==> config.mk <==
export PLATFORM = sky130hd
export DESIGN_NAME = seg7_scan_driver_flat
export DESIGN_NICKNAME = d
export VERILOG_FILES = /design/src/rtl/seg7_scan_driver_if.sv /design/src/rtl/seg7_scan_driver.sv /design/src/flat_wrapper.sv
export SDC_FILE = /design/constraint.sdc
export NUM_CORES = 1
export LEC_CHECK = 0
export CELL_PAD_IN_SITES_DETAIL_PLACEMENT = 1
export CELL_PAD_IN_SITES_GLOBAL_PLACEMENT = 2
export CORE_UTILIZATION = 39
export DETAILED_ROUTE_END_ITERATION = 6
export GPL_ROUTABILITY_DRIVEN = 1
export GPL_TIMING_DRIVEN = 0
export PLACE_DENSITY_LB_ADDON = 0.2
export RECOVER_POWER = 100
export SYNTH_ARGS = -nofsm -noshare
export SYNTH_HDL_FRONTEND = slang
export SYNTH_SLANG_ARGS = --single-unit
==> constraint.sdc <==
create_clock -name clk -period 1.7 [get_ports clk]
set_input_delay 0.255 -clock clk [delete_from_list [all_inputs] [get_ports clk]]
set_output_delay 0.255 -clock clk [all_outputs]
set_load 0.1 [all_outputs]
==> src/rtl/seg7_scan_driver_if.sv <==
// Interface bundling the display-side signals of seg7_scan_driver.
//   value : binary number to display (driven by the counter)
//   seg   : active-low segments, bit0=a .. bit6=g
//   an    : active-low one-hot digit enables, bit0 = least-significant digit
//   busy  : high while a binary-to-BCD conversion is running
// Modports: master = counter/board side, slave = seg7_scan_driver.
interface seg7_scan_driver_if #(
  parameter int unsigned N      = 4,
  parameter int unsigned DIGITS = 2
) ();

  logic [N-1:0]      value;
  logic [6:0]        seg;
  logic [DIGITS-1:0] an;
  logic              busy;

  modport master (
    output value,
    input  seg,
    input  an,
    input  busy
  );

  modport slave (
    input  value,
    output seg,
    output an,
    output busy
  );

endinterface

==> src/rtl/seg7_scan_driver.sv <==
// seg7_scan_driver: converts a binary value to BCD with a sequential shift-and-add-3
// engine and time-multiplexes the decimal digits onto a common-anode 7-segment display.
//
// Ports:
//   clk   : clock, rising edge
//   reset : asynchronous active-low reset
//   bus   : seg7_scan_driver_if.slave (value in; seg, an, busy out)
//
// Parameters: N (value width), DIGITS (displayed digits, 10^DIGITS >= 2^N),
//             REFRESH (cycles per digit slot, >= 2).
//
// Optional feature: define SEG7_LEADING_ZERO_BLANK_EN to blank digits above the
// most-significant non-zero BCD digit (digit0 always shown).
module seg7_scan_driver #(
  parameter int unsigned N       = 4,
  parameter int unsigned DIGITS  = 2,
  parameter int unsigned REFRESH = 50000
) (
  input logic               clk,
  input logic               reset,
  seg7_scan_driver_if.slave bus
);

  localparam int unsigned SW = 4 * DIGITS;
  localparam int unsigned IW = (DIGITS > 1) ? $clog2(DIGITS) : 1;
  localparam int unsigned RW = $clog2(REFRESH);
  localparam int unsigned BW = (N > 1) ? $clog2(N) : 1;

  function automatic bit digits_fit(input int unsigned n, input int unsigned d);
    longint unsigned p10;
    p10 = 1;
    for (int unsigned i = 0; i < d; i++) p10 = p10 * 10;
    return p10 >= (64'd1 << n);
  endfunction

  if (!digits_fit(N, DIGITS)) begin : g_bad_digits
    $error("seg7_scan_driver: DIGITS too small for N-bit value");
  end
  if (REFRESH < 2) begin : g_bad_refresh
    $error("seg7_scan_driver: REFRESH must be at least 2");
  end

  function automatic logic [6:0] seg_decode(input logic [3:0] d);
    logic [6:0] s;
    case (d)
      4'd0:    s = 7'h40;
      4'd1:    s = 7'h79;
      4'd2:    s = 7'h24;
      4'd3:    s = 7'h30;
      4'd4:    s = 7'h19;
      4'd5:    s = 7'h12;
      4'd6:    s = 7'h02;
      4'd7:    s = 7'h78;
      4'd8:    s = 7'h00;
      4'd9:    s = 7'h10;
      default: s = 7'h7F;
    endcase
    return s;
  endfunction

  typedef enum logic [0:0] {StIdle, StShift} state_e;

  // Conversion state
  state_e        state_q, state_d;
  logic [N-1:0]  last_q, last_d;
  logic [N-1:0]  shift_q, shift_d;
  logic [SW-1:0] scratch_q, scratch_d;
  logic [BW-1:0] bcnt_q, bcnt_d;
  logic [SW-1:0] bcd_q, bcd_d;

  // Scan state
  logic [RW-1:0]     rcnt_q, rcnt_d;
  logic [IW-1:0]     idx_q, idx_d;
  logic [DIGITS-1:0] an_q, an_d;
  logic [6:0]        seg_q, seg_d;

  logic [SW-1:0]   adj;
  logic [SW+N-1:0] shift_pair;
  logic [SW-1:0]   scratch_shift;
  logic [N-1:0]    shift_next;
  logic [3:0]      nib;

  // Add-3 correction on every nibble >= 5, then shift {scratch, shift} left by one.
  always_comb begin
    adj = scratch_q;
    for (int i = 0; i < int'(DIGITS); i++) begin
      if (scratch_q[4*i +: 4] >= 4'd5) adj[4*i +: 4] = scratch_q[4*i +: 4] + 4'd3;
    end
    shift_pair    = {adj, shift_q} << 1;
    scratch_shift = shift_pair[SW+N-1:N];
    shift_next    = shift_pair[N-1:0];
  end

  always_comb begin
    state_d   = state_q;
    last_d    = last_q;
    shift_d   = shift_q;
    scratch_d = scratch_q;
    bcnt_d    = bcnt_q;
    bcd_d     = bcd_q;
    unique case (state_q)
      StIdle: begin
        if (bus.value != last_q) begin
          shift_d   = bus.value;
          last_d    = bus.value;
          scratch_d = '0;
          bcnt_d    = '0;
          state_d   = StShift;
        end
      end
      StShift: begin
        shift_d   = shift_next;
        scratch_d = scratch_shift;
        if (bcnt_q == BW'(N - 1)) begin
          // Whole result lands at once so bcd_q never shows a partial value.
          bcd_d   = scratch_shift;
          state_d = StIdle;
        end else begin
          bcnt_d = bcnt_q + 1'b1;
        end
      end
      default: state_d = StIdle;
    endcase
  end

  always_comb begin
    rcnt_d = rcnt_q + 1'b1;
    idx_d  = idx_q;
    if (rcnt_q == RW'(REFRESH - 1)) begin
      rcnt_d = '0;
      idx_d  = (idx_q == IW'(DIGITS - 1)) ? '0 : idx_q + 1'b1;
    end
  end

  // an and seg both derive from the same idx_q so they always switch together.
  always_comb begin
    nib  = '0;
    an_d = '1;
    for (int i = 0; i < int'(DIGITS); i++) begin
      if (idx_q == IW'(i)) begin
        nib     = bcd_q[4*i +: 4];
        an_d[i] = 1'b0;
      end
    end
    seg_d = seg_decode(nib);
`ifdef SEG7_LEADING_ZERO_BLANK_EN
    begin
      logic [IW-1:0] msd;
      msd = '0;
      for (int i = 1; i < int'(DIGITS); i++) begin
        if (bcd_q[4*i +: 4] != 4'd0) msd = IW'(i);
      end
      if (idx_q > msd) begin
        an_d  = '1;
        seg_d = 7'h7F;
      end
    end
`endif
  end

  always_ff @(posedge clk or negedge reset) begin
    if (!reset) begin
      state_q   <= StIdle;
      last_q    <= '0;
      shift_q   <= '0;
      scratch_q <= '0;
      bcnt_q    <= '0;
      bcd_q     <= '0;
      rcnt_q    <= '0;
      idx_q     <= '0;
      an_q      <= '1;
      seg_q     <= 7'h7F;
    end else begin
      state_q   <= state_d;
      last_q    <= last_d;
      shift_q   <= shift_d;
      scratch_q <= scratch_d;
      bcnt_q    <= bcnt_d;
      bcd_q     <= bcd_d;
      rcnt_q    <= rcnt_d;
      idx_q     <= idx_d;
      an_q      <= an_d;
      seg_q     <= seg_d;
    end
  end

  assign bus.seg  = seg_q;
  assign bus.an   = an_q;
  assign bus.busy = (state_q == StShift);

endmodule

==> src/flat_wrapper.sv <==
// flat-port wrapper written by rule: the top's interface ports become plain ports
module seg7_scan_driver_flat 
#(
  parameter int unsigned N       = 4,
  parameter int unsigned DIGITS  = 2,
  parameter int unsigned REFRESH = 50000
)
  (clk, reset, bus_value, bus_seg, bus_an, bus_busy);
  seg7_scan_driver_if #(.N(N), .DIGITS(DIGITS)) bus_i ();
  input logic clk;
  input logic reset;
  input wire logic [$bits(bus_i.value)-1:0] bus_value;
  output wire logic [$bits(bus_i.seg)-1:0] bus_seg;
  output wire logic [$bits(bus_i.an)-1:0] bus_an;
  output wire logic [$bits(bus_i.busy)-1:0] bus_busy;
  assign bus_i.value = bus_value;
  assign bus_seg = bus_i.seg;
  assign bus_an = bus_i.an;
  assign bus_busy = bus_i.busy;
  seg7_scan_driver #(.N(N), .DIGITS(DIGITS), .REFRESH(REFRESH)) u_core (.clk(clk), .reset(reset), .bus(bus_i));
endmodule
==> results of run 1 <==
-- per-stage QoR --
step | hold WS (ps) | instance area [um2] | util | std cells
floorplan | -40.59 | 2587 | - | 239
global placement | 358.4 | 2834 | 0.4438 | 331
detailed placement | 214.9 | 2849 | 0.4461 | 332
CTS | 393.9 | 2950 | 0.4620 | 340
global route | 402.9 | 3028 | 0.4741 | 343
finish | 386.3 | 3028 | 0.4741 | 343
-- sequential cells by signal (all words and copies together) (netlist names) --
name	count
u_core.rcnt_q	16
u_core.bcd_q	8
u_core.scratch_q	8
u_core.bus.seg	7
u_core.last_q	4
u_core.shift_q	4
u_core.bcnt_q	2
u_core.bus.an	2
u_core.bus.busy	1
u_core.idx_q	1
-- power groups by stage --
stage	Sequential (mW)	Clock, mW	Combinational [mW]
2_1_floorplan	2.60	0	1.38
3_3_place_gp	1.95	0	2.55
3_5_place_dp	1.96	0	2.59
4_1_cts	1.94	0.700	2.58
5_1_grt	2.01	0.746	2.90
6_report	1.95	0.650	2.61
-- cells in the final DEF, fill, tap and decap left out, drive strengths merged, types with 11 or more instances in the layout --
cell type	netlist	layout
inv	11	11
ha	11	11
mux2i	13	13
o21ai	14	14
nor2	22	22
xnor2	13	13
a21oi	12	12
dfrtp	44	44
nand2	26	26
mux2	11	11
-- cell type report --
type / instances / area (um2) / area share
multi-input combinational: 169 / 1207 / 0.3988
buffer: 6 / 48.80 / 0.01612
timing repair buffer: 20 / 219.0 / 0.07231
sequential: 53 / 1339 / 0.4421
inverter: 11 / 41.29 / 0.01364
clock inverter: 1 / 3.754 / 0.001240
tap: 77 / 96.34 / 0.03182
clock buffer: 6 / 72.57 / 0.02397
-- per-layer routing --
layer / global-route usage / routed length, um
met1: 0.2104 / 2341
met2: 0.2534 / 2223
met3: 0.03479 / 125
met4: 0.04160 / 58
met5: 0 / 0
-- timing repair --
action,CTS,global route
setup endpoints to repair,11,30
buffers inserted,0,3
gates resized for setup,31,11
cloned,0,0
pin swaps,0,3
hold buffers,1,0
hold endpoints to repair,13,0
-- cell families after synthesis --
| logic type | after synthesis | share of synthesized area |
|---|---|---|
| multiplexers | 24 | 0.09821 |
| adder cells (fa/ha/maj) | 11 | 0.05322 |
| AND/OR/NAND/NOR | 80 | 0.1548 |
| flip-flops | 53 | 0.5172 |
| AO/OA/AOI/OAI | 31 | 0.06484 |
| buffers and inverters | 17 | 0.03386 |
| XOR/XNOR | 23 | 0.07789 |
-- final timing paths --
path	startpoint	end	slack, ps	depth (start not counted)
setup / recovery	u_core.bus.seg[1]$_DFF_PN1_	bus_seg[1]	80	1
hold / removal	u_core.idx_q$_DFFE_PN0N_	u_core.bus.an[0]$_DFF_PN1_	390	0
setup reg to reg	u_core.idx_q$_DFFE_PN0N_	u_core.bus.seg[3]$_DFF_PN1_	140	7
hold reg to reg	u_core.idx_q$_DFFE_PN0N_	u_core.bus.an[0]$_DFF_PN1_	390	0
max in group asynchronous	reset	u_core.bus.an[0]$_DFF_PN1_	290	3
min in group asynchronous	reset	u_core.bcd_q[6]$_DFFE_PN0P_	630	2
==> flow_summary.ini, run 1 <==
[floorplanning]
rows = 29
core_area_mm2 = 0.006386
die-area_mm2 = 0.006961
die_y_um = 83.44
die_width_um = 83.44
initial_util = 0.4050
boundaryPins = 16

[logic_synthesis]
dominantRegCellSynth = sky130_fd_sc_hd__dfrtp_1
netlist_instances = 239
yosysMostFrequentCell = sky130_fd_sc_hd__dfrtp_1
post_synth_num_cell_types = 35
synth.top_cells.by_count = sky130_fd_sc_hd__dfrtp_1, sky130_fd_sc_hd__nand2_1, sky130_fd_sc_hd__nor2_1
synthDominantAreaCellType = sky130_fd_sc_hd__dfrtp_1
async_reset_ff_frac = 1.000
ys.warnings.count = 0
ys_seq_elements = 53
mappedNetlistNets = 256
post_synth_instance_area_mm2 = 0.002586
edff_count_synth = 0
post_synth.cell_area_avg_um2 = 10.82
synth.top_cells.by_area = sky130_fd_sc_hd__dfrtp_1, sky130_fd_sc_hd__dfstp_2, sky130_fd_sc_hd__ha_1
post_synth_top_area_share = 0.4257
synth_sequential_area_ratio = 0.5172

[timing]
final.min_clock_period_ps = 1623
timing.max_slew.rel_slack = 0.3431
setup_ws_ps = 76.81
report.final.slew_viol_count = 0
period_share = 0.9548
clock_skew_ps = 5.648
timing.setup.tns_ps = 0
timing_hold_violations_final = 0
max_freq_mhz = 616.1
tightest_slew_ps = 985.4
setup-violations-final = 0

[worst_setup_path]
timing.critical_path.required_ps = 1440
timing.critical_path.buf_inv = 1
end_kind = output pin
arrival_ps = 1370
max_stage_delay_ps = 550
critical_path.max_fanout = 1
critical-path-top-delay-family = buffers and inverters
crit_path_start_kind = flip-flop
worst_setup_path_type = flip-flop to output pin
critPathSlowestCell = sky130_fd_sc_hd__clkdlybuf4s15_2
cells_along_the_critical_path = clkdlybuf4s15_2

[status]
outcome = finished, final reports clean

[finish]
areaGrowthSynthToFinish_pct = 17.08
filler_cell_count = 705
fraction_of_final_layout_cells_sized_beyond_drive_strength_1 = 0.2068
final_net_count = 283
insertedDiodeCount = 0

[power_and_ir_drop]
power_switching_share = 0.4337
power_density_mw_per_mm2 = 1721
design_power_total_mw = 5.211
p_sw_mw = 2.260
seq_power_share = 0.374
p_int_mw = 2.951
clkPwrFrac = 0.125
pwr-share-comb = 0.501
leakagePower_nw = 1.328
vdd_ir_drop_max_mv = 1.199

[place]
place_worst_setup_slack_ps = -301.0
gp_routability_congestion = 0.7308
hpwl_um = 3502
portBuffers = 15

[routing]
detail_route.wl_per_cell_um = 13.85
routed_wl_um = 4749
drt_iter0_drc = 66
routed-via-count = 1704
remaining_drc_errors = 0
vias_per_cell = 4.968
detail_route.first_pass.iterations = 4
antenna_violating_nets_post_route = 0

[cts]
number_of_buffers_created_by_cts = 5
clock_path_buffers = 2
cts_tree = yes
cts.reportedPaths.clkPinSlew_ps = 80
clk_latency_ps = 290
clk_root_buffer_cell = sky130_fd_sc_hd__clkbuf_8
htree_num_levels = 2
numClockSinks = 53

[global_routing]
first_global_vias = 1802
number_of_antenna_violations_at_the_first_check_in_global_routing = 0
grt_pass1_wl_um = 8797
grt.overflow.total = 0
grt_util_all_layers = 0.1557
grt_max_degree = 38

[worst_hold_path]
min-delay-path-class = flip-flop to flip-flop

[run]
drv_cap = 0
No activity file was read; power rests on OpenSTA's default activity.
==> inputs of run 2 (changes only) <==
Settings changed: HOLD_SLACK_MARGIN set to 0.03.
==> results of run 2 <==
The final DEF is identical to that of run 1; final timing and power are the same.
==> inputs of run 3 (changes only) <==
Settings changed: PLACE_DENSITY_LB_ADDON 0.2 to 0.1.
Clock period 1.7 ns to 1.67 ns, I/O delays scaled along.
==> flow_summary.ini, run 3 (synthesis results as in run 1) <==
[cts]
htree_num_levels = 2
numClockSinks = 53
clk_latency_ps = 300
cts_tree = yes
clock_path_buffers = 2
number_of_buffers_created_by_cts = 5
cts.reportedPaths.clkPinSlew_ps = 80
clk_root_buffer_cell = sky130_fd_sc_hd__clkbuf_8

[finish]
layout.cells.most_common = sky130_fd_sc_hd__dfrtp_1
fraction_of_final_layout_cells_sized_beyond_drive_strength_1 = 0.2379
biggestRegsByFlops = u_core.rcnt_q: 16 flops, u_core.bcd_q: 8 flops, u_core.scratch_q: 8 flops
insertedDiodeCount = 0
seq_area_mm2 = 0.001339
registers.top_by_ff_count = u_core.rcnt_q
filler_cell_count = 705
areaGrowthSynthToFinish_pct = 19.26
post-route-util = 0.4830
final_net_count = 285
largest_reg_flops = 16
multi_input_gate_area_mm2 = 0.001229
final_cell_mix = sky130_fd_sc_hd__dfrtp_1, sky130_fd_sc_hd__nand2_1, sky130_fd_sc_hd__nor2_1, sky130_fd_sc_hd__xnor2_1, sky130_fd_sc_hd__o21ai_0

[place]
hpwl_um = 3501
portBuffers = 15
gp_routability_congestion = 0.7458

[global_routing]
first_global_vias = 1856
grt_util_all_layers = 0.1613
grt_pass1_wl_um = 8859
grt.overflow.total = 0
number_of_antenna_violations_at_the_first_check_in_global_routing = 0
grt_max_degree = 36

[floorplanning]
initial_util = 0.4050
die_y_um = 83.44
die_width_um = 83.44
rows = 29
die-area_mm2 = 0.006961
core_area_mm2 = 0.006386
boundaryPins = 16

[timing]
tightest_slew_ps = 546.2
setup-violations-final = 0
final.min_clock_period_ps = 1618
report.final.slew_viol_count = 0
timing_hold_violations_final = 0
clock_skew_ps = 9.300
period_share = 0.9688
grt_setup_unrepaired = false
timing.max_slew.rel_slack = 0.6376
max_freq_mhz = 618.1

[worst_setup_path]
critical_path.max_fanout = 1
crit_path_start_kind = flip-flop
end_kind = output pin
timing.critical_path.required_ps = 1420
arrival_ps = 1370
worst_setup_path_type = flip-flop to output pin
timing.critical_path.buf_inv = 1
max_stage_delay_ps = 540
critical-path-top-delay-family = buffers and inverters
critPathSlowestCell = sky130_fd_sc_hd__clkdlybuf4s15_2
cells_along_the_critical_path = clkdlybuf4s15_2

[power_and_ir_drop]
vdd_ir_drop_max_mv = 1.225
power_density_mw_per_mm2 = 1818
leakagePower_nw = 1.357
design_power_total_mw = 5.607

[routing]
remaining_drc_errors = 0
routed_wl_um = 5024
detail_route.wl_per_cell_um = 14.52
routed-via-count = 1756
detail_route.first_pass.iterations = 4
antenna_violating_nets_post_route = 0
vias_per_cell = 5.075
drt_iter0_drc = 35

[worst_hold_path]
min-delay-path-class = flip-flop to flip-flop

[run]
drv_cap = 0

[status]
outcome = finished, final reports clean
## run 3: cell types whose count changed in the layout (fill, tap and decap cells not counted), sizes merged
cell	change
buf	+3
bufinv	+1
clkinv	-1
## run 3: metrics by stage
step                      setup WS (ps)  hold WS (ps)  cell area (um2)  cells  setup TNS [ps]
after global routing              1.138         397.7             3084    346               0
final                             52.05         385.3             3084    346               0
after floorplan                   156.7        -45.09             2587    239               0
after CTS                         1.253         387.9             3005    342               0
after global placement            -1524         358.5             2834    331          -70790
after detailed placement         -321.1         231.4             2849    332           -5983
## run 3: report_power, final
group / switching [mW] / internal (mW)
Combinational: 1.71 / 1.01
Sequential: 0.262 / 1.73
Clock: 0.405 / 0.489
Total: 2.38 / 3.23
## run 3: metal layers
| metal | global-route usage | part of all wire |
|---|---|---|
| met5 | 0 | 0 |
| met4 | 0.06471 | 0.022 |
| met3 | 0.03280 | 0.021 |
| met2 | 0.2660 | 0.48 |
| met1 | 0.2081 | 0.48 |
## run 3: area by class of cell
| type | instances | share of cell area |
|---|---|---|
| Sequential cell | 53 | 0.4341 |
| Multi-Input combinational cell | 169 | 0.3984 |
| Timing Repair Buffer | 22 | 0.06897 |
| Tap cell | 77 | 0.03124 |
| Clock buffer | 7 | 0.02799 |
| Buffer | 6 | 0.01623 |
| Inverter | 11 | 0.01339 |
| Clock inverter | 1 | 0.009736 |
## run 3: path summary, 6_finish.rpt
| kind | cells past startpoint | to | start | slack, ps |
|---|---|---|---|---|
| worst min register to register | 0 | u_core.bus.an[0]$_DFF_PN1_ | u_core.idx_q$_DFFE_PN0N_ | 390 |
| worst min-delay path | 0 | u_core.bus.an[0]$_DFF_PN1_ | u_core.idx_q$_DFFE_PN0N_ | 390 |
| min in group asynchronous | 2 | u_core.bcd_q[6]$_DFFE_PN0P_ | reset | 410 |
| worst max register to register | 7 | u_core.bus.seg[0]$_DFF_PN1_ | u_core.idx_q$_DFFE_PN0N_ | 100 |
| worst max-delay path | 1 | bus_seg[5] | u_core.bus.seg[5]$_DFF_PN1_ | 50 |
| max in group asynchronous | 3 | u_core.bus.an[0]$_DFF_PN1_ | reset | 380 |
## run 3: timing repair
item / in CTS / in global routing
setup endpoints to repair: 16 / 23
endpoints found under the hold margin: 15 / 0
pin swaps: 1 / 2
resized for setup: 33 / 17
setup buffers: 1 / 4
hold buffers: 1 / 0
